===== src/rtl/risc_pipeline_sequencer.sv =====
// Control FSM for the 4-stage RISC pipeline: clears the register file after reset,
// issues 1..4 instructions, tracks per-stage valid bits and gates register-file writes.
module risc_pipeline_sequencer #(
    parameter int          RF_CLR_CYCLES = 2,
    parameter logic [1:0]  NOP_TYPE      = 2'b11
) (
    input  logic       clk,
    input  logic       reset,
    input  logic       start,
    input  logic       step,
    input  logic       halt_req,
    input  logic [1:0] start_pc,
    input  logic [2:0] num_inst,
    input  logic [1:0] exe_mem_type,
    output logic [1:0] pc_in,
    output logic       im_cs,
    output logic       rf_reset,
    output logic       rf_we,
    output logic [3:0] stage_valid,
    output logic       busy,
    output logic       done
);

    localparam int CW = (RF_CLR_CYCLES > 1) ? $clog2(RF_CLR_CYCLES) : 1;
    localparam logic [CW-1:0] CLR_LAST = CW'(RF_CLR_CYCLES - 1);

    typedef enum logic [1:0] {
        RF_CLR = 2'd0,
        IDLE   = 2'd1,
        ISSUE  = 2'd2,
        DRAIN  = 2'd3
    } state_t;

    state_t        state_reg;
    logic [CW-1:0] clr_cnt_reg;
    logic [1:0]    addr_reg;
    logic [1:0]    pc_reg;
    logic [2:0]    remaining_reg;
    logic          im_cs_reg;
    logic          rf_reset_reg;
    logic          busy_reg;
    logic          done_reg;
    logic [3:0]    valid_reg;
    logic [3:0]    valid_next;
    logic          valid_in;
    logic [2:0]    num_clamped;

    // An instruction enters the pipe only from ISSUE and never in a halted cycle.
    assign valid_in    = (state_reg == ISSUE) && !halt_req;
    assign num_clamped = (num_inst > 3'd4) ? 3'd4 : num_inst;

    assign valid_next[0] = valid_in;
    generate
        for (genvar gi = 1; gi < 4; gi++) begin : g_valid_shift
            assign valid_next[gi] = valid_reg[gi-1];
        end
    endgenerate

    always_ff @(posedge clk) begin
        if (reset) begin
            state_reg     <= RF_CLR;
            clr_cnt_reg   <= '0;
            addr_reg      <= 2'd0;
            pc_reg        <= 2'd0;
            remaining_reg <= 3'd0;
            im_cs_reg     <= 1'b0;
            rf_reset_reg  <= 1'b1;
            busy_reg      <= 1'b1;
            done_reg      <= 1'b0;
            valid_reg     <= 4'd0;
        end else begin
            valid_reg <= valid_next;
            done_reg  <= 1'b0;
            case (state_reg)
                RF_CLR: begin
                    if (clr_cnt_reg == CLR_LAST) begin
                        state_reg    <= IDLE;
                        rf_reset_reg <= 1'b0;
                        busy_reg     <= 1'b0;
                    end else begin
                        clr_cnt_reg <= clr_cnt_reg + 1'b1;
                    end
                end
                IDLE: begin
                    im_cs_reg <= 1'b0;
                    if (start) begin
                        if (num_clamped != 3'd0) begin
                            addr_reg      <= start_pc;
                            remaining_reg <= num_clamped;
                            state_reg     <= ISSUE;
                            busy_reg      <= 1'b1;
                        end else begin
                            done_reg <= 1'b1;
                        end
                    end else if (step) begin
                        addr_reg      <= start_pc;
                        remaining_reg <= 3'd1;
                        state_reg     <= ISSUE;
                        busy_reg      <= 1'b1;
                    end
                end
                ISSUE: begin
                    if (halt_req) begin
                        im_cs_reg <= 1'b0;
                        state_reg <= DRAIN;
                    end else begin
                        pc_reg        <= addr_reg;
                        im_cs_reg     <= 1'b1;
                        addr_reg      <= addr_reg + 2'd1;
                        remaining_reg <= remaining_reg - 3'd1;
                        if (remaining_reg == 3'd1) begin
                            state_reg <= DRAIN;
                        end
                    end
                end
                DRAIN: begin
                    im_cs_reg <= 1'b0;
                    // Finish on the edge that shifts the last valid bit out of EXE/MEM.
                    if (valid_next == 4'd0) begin
                        done_reg  <= 1'b1;
                        busy_reg  <= 1'b0;
                        state_reg <= IDLE;
                    end
                end
                default: state_reg <= RF_CLR;
            endcase
        end
    end

    assign pc_in       = pc_reg;
    assign im_cs       = im_cs_reg;
    assign rf_reset    = rf_reset_reg;
    assign stage_valid = valid_reg;
    assign busy        = busy_reg;
    assign done        = done_reg;
    assign rf_we       = valid_reg[3] && (exe_mem_type != NOP_TYPE);

endmodule

===== config.mk =====
export PLATFORM = sky130hd
export DESIGN_NAME = risc_pipeline_sequencer
export DESIGN_NICKNAME = d
export VERILOG_FILES = /design/src/rtl/risc_pipeline_sequencer.sv
export SDC_FILE = /design/constraint.sdc
export NUM_CORES = 1
export LEC_CHECK = 0
export CORE_ASPECT_RATIO = 0.75
export CORE_UTILIZATION = 33
export CTS_CLUSTER_DIAMETER = 40
export CTS_CLUSTER_SIZE = 30
export DETAILED_ROUTE_END_ITERATION = 12
export PLACE_DENSITY = 0.64
export SETUP_SLACK_MARGIN = 0.15
export SLEW_MARGIN = 20
export SYNTH_ARGS = -nofsm -noshare
export SYNTH_HDL_FRONTEND = slang
export SYNTH_SLANG_ARGS = --single-unit

===== constraint.sdc =====
create_clock -name clk -period 2 [get_ports clk]
set_input_delay 0.6 -clock clk [delete_from_list [all_inputs] [get_ports clk]]
set_output_delay 0.6 -clock clk [all_outputs]
set_load 0.005 [all_outputs]

==> impl_metrics.csv <==
group,metric,value,unit
grt,grt_pass1_vias,803,
critical_path,cp_cell_sequence,"clkdlybuf4s50_1, a21boi_1, buf_2",
drt,drtIter0Drc,24,
critical_path,r2r_slack,330,ps
synthesis,postSynthAreaPerCell,8.86,µm²
synthesis,ys_ff_latch,18,
power_and_ir_drop,finalPower,1.45,mW
placed_design,dpl_cell_area,1300,µm²
layout,area_growth,43.4,%
timing,clock_skew,7.31,ps
placed_design,gp_congestion,0.694,
grt,antenna_found_initial,0,
placed_design,port-buffer-count,22,
timing,rsz0062_at_grt,"false",
drt,drtAntennaViolNets,0,
timing,slew_headroom,79.1,%
die,dieWidth,64.2,µm
die,rows,16,
timing,timing_hold_violations_final,0,
synthesis,synth_most_common_cell,"dfxtp_1",
critical_path,slowest_stage,"clkdlybuf4s50_1",
status,status,"finished clean",
critical_path,crit_arrival,1230,ps
critical_path,crit_family,"buffers and inverters",
synthesis,synth_edf_count,0,
timing,max_freq,0.547,GHz
timing,drv_slew,0,
synthesis,synth_top_cell_by_area,"dfxtp_1",
drt,wl,2040,µm
drt,via_per_inst,4.82,
clocking,cts.sinks,18,
synthesis,syn_nets,128,
synthesis,synth_cell_type_count,35,
layout,multi_input_area,557,µm²
layout,largest_reg_flops,4,
critical_path,critPathMaxFanout,1,
critical_path,critPathKind,"in2out",
run,cap_violations,0,
power_and_ir_drop,power_leakage,0.617,nW
synthesis,yosysWarnings,0,
power_and_ir_drop,power_per_cell_area,1060,nW/µm²
layout,postLayoutCellArea,1370,µm²
clocking,clk-insertion-delay-late,260,ps
clocking,cts_max_level,1,
grt,grtUsageTotal,14.3,%
critical_path,endpoint_kind,"output port",
synthesis,synthTopCellsByArea,"dfxtp_1 38%, ha_1 10%, nor2_1 5.5%",
layout,fin_nets,164,
die,die_area,3120,µm²
layout,fillers,251,
die,initial_utilization,35.7,%
clocking,cts_made_buffers,3,
synthesis,synth_top_area_share,37.6,%
timing,timing.final.crit_period,1830,ps
power_and_ir_drop,vdd_drop_max,0.436,mV
layout,drive_gt1_share,17.5,%
hold_path,hold_class,"reg2reg",
placed_design,place_hpwl,1590,µm
layout,seqCellArea,360,µm²
timing,tightest_slew,313,ps
clocking,path_clk_slew,70,ps
grt,grt_pass1_wl,3430,µm
drt,vias,863,
layout,diodes,0,
timing,period_share,91.4,%
drt,drt_first_pass_iters,4,
grt,overflow,0,
timing,setup_viol_count_final,0,
synthesis,synthArstFlopShare,0,%
drt,wl_per_cell,11.4,µm
critical_path,startpoint_type,"input pin",
critical_path,cp_num_buf_inv,2,
clocking,cts_hold_buf,0,
drt,drc,0,
critical_path,critPathMaxStageDelay,400,ps
synthesis,yosysSeqAreaShare,37.6,%
synthesis,yosys-top-cells-count,"18 x dfxtp_1, 14 x nor2_1, 9 x a21oi_1, 9 x inv_1, 8 x ha_1",
synthesis,ys.flop_type,"dfxtp_1",
clocking,clockBufferDepth,2,
synthesis,syn_area,957,µm²
die,core,2680,µm²
clocking,root_buffer,"clkbuf_8",
clocking,cts_tree,"done",
die,fp.dieH,48.6,µm
die,ios,23,
critical_path,cp.required,1400,ps
synthesis,syn_inst,108,
grt,grt_max_degree,16,
stage by stage:
| stage | worst slack (ps) | utilization [%] | instances | TNS (ps) | hold slack [ps] |
|---|---|---|---|---|---|
| 2_1_floorplan | 325 | - | 108 | 0 | 451 |
| 6_report | 173 | 51.2 | 179 | 0 | 460 |
| 3_5_place_dp | -275 | 48.3 | 174 | -1110 | 454 |
| 3_3_place_gp | -266 | 48.3 | 174 | -950 | 433 |
| 4_1_cts | 149 | 50.1 | 178 | 0 | 472 |
| 5_1_grt | 152 | 51.2 | 179 | 0 | 481 |
layout make-up:
class / instances / area share (%)
sequential: 18 / 26.3
clock buffer: 4 / 4.01
multi-input combinational: 77 / 40.6
tap: 36 / 3.28
timing repair buffer: 35 / 23.4
inverter: 9 / 2.46
per-layer routing:
layer / track usage [%] / routed length [µm]
met4: 4.81 / 16
met3: 4.95 / 116
met2: 21.5 / 882
met1: 19.0 / 1020
met5: 0 / 0
worst reg2reg max path: stages (launching register included):
cell and delay (ps):
dfxtp_1 390, inv_1 120, ha_1 220, buf_4 180, nor2_1 160, a21o_1 140
nor2_1 80, a311oi_1 270
layout by cell type (no fill, tap or decap), types with 2 or more instances in the layout:
cell type and count:
ha_1 8, mux2i_1 3, inv_1 9, buf_4 13, nor4_1 2, o31ai_1 3
dfxtp_1 18, o21ai_0 2, nand2b_1 5, nand3_1 2, nor2b_1 5, a21oi_1 8
clkdlybuf4s50_1 16, dlymetal6s2s_1 4, nand2_1 3, a21o_1 2, nand3b_1 2, nor2_1 14
clkbuf_8 4
power breakdown:
| part | switching (mW) | leakage [nW] | internal (mW) | total, mW |
|---|---|---|---|---|
| combinational | 0.299 | 0.441 | 0.326 | 0.625 |
| clock | 0.130 | 0.0288 | 0.175 | 0.305 |
| sequential | 0.0691 | 0.147 | 0.449 | 0.518 |
worst paths after layout:
| kind | start | to | depth (start not counted) |
|---|---|---|---|
| max | exe_mem_type[0] | rf_we | 3 |
| min | rf_reset | rf_reset | 1 |
| max reg2reg | state_reg[0] | addr_reg[0] | 7 |
| min reg2reg | rf_reset | rf_reset | 1 |
logic make-up after synthesis:
group	synth area share [%]
mux	4.71
fa+ha+maj	10.5
compound gates	18.4
buf+inv	5.23
simple gates	23.5
flops	37.6
timing repair:
action,CTS,global route
pin swaps,0,4
endpoints found under the setup margin,5,8
gates resized for setup,6,6
cloned,0,0
setup buffers,0,1
Note: power is estimated with default switching activity, not from simulation.
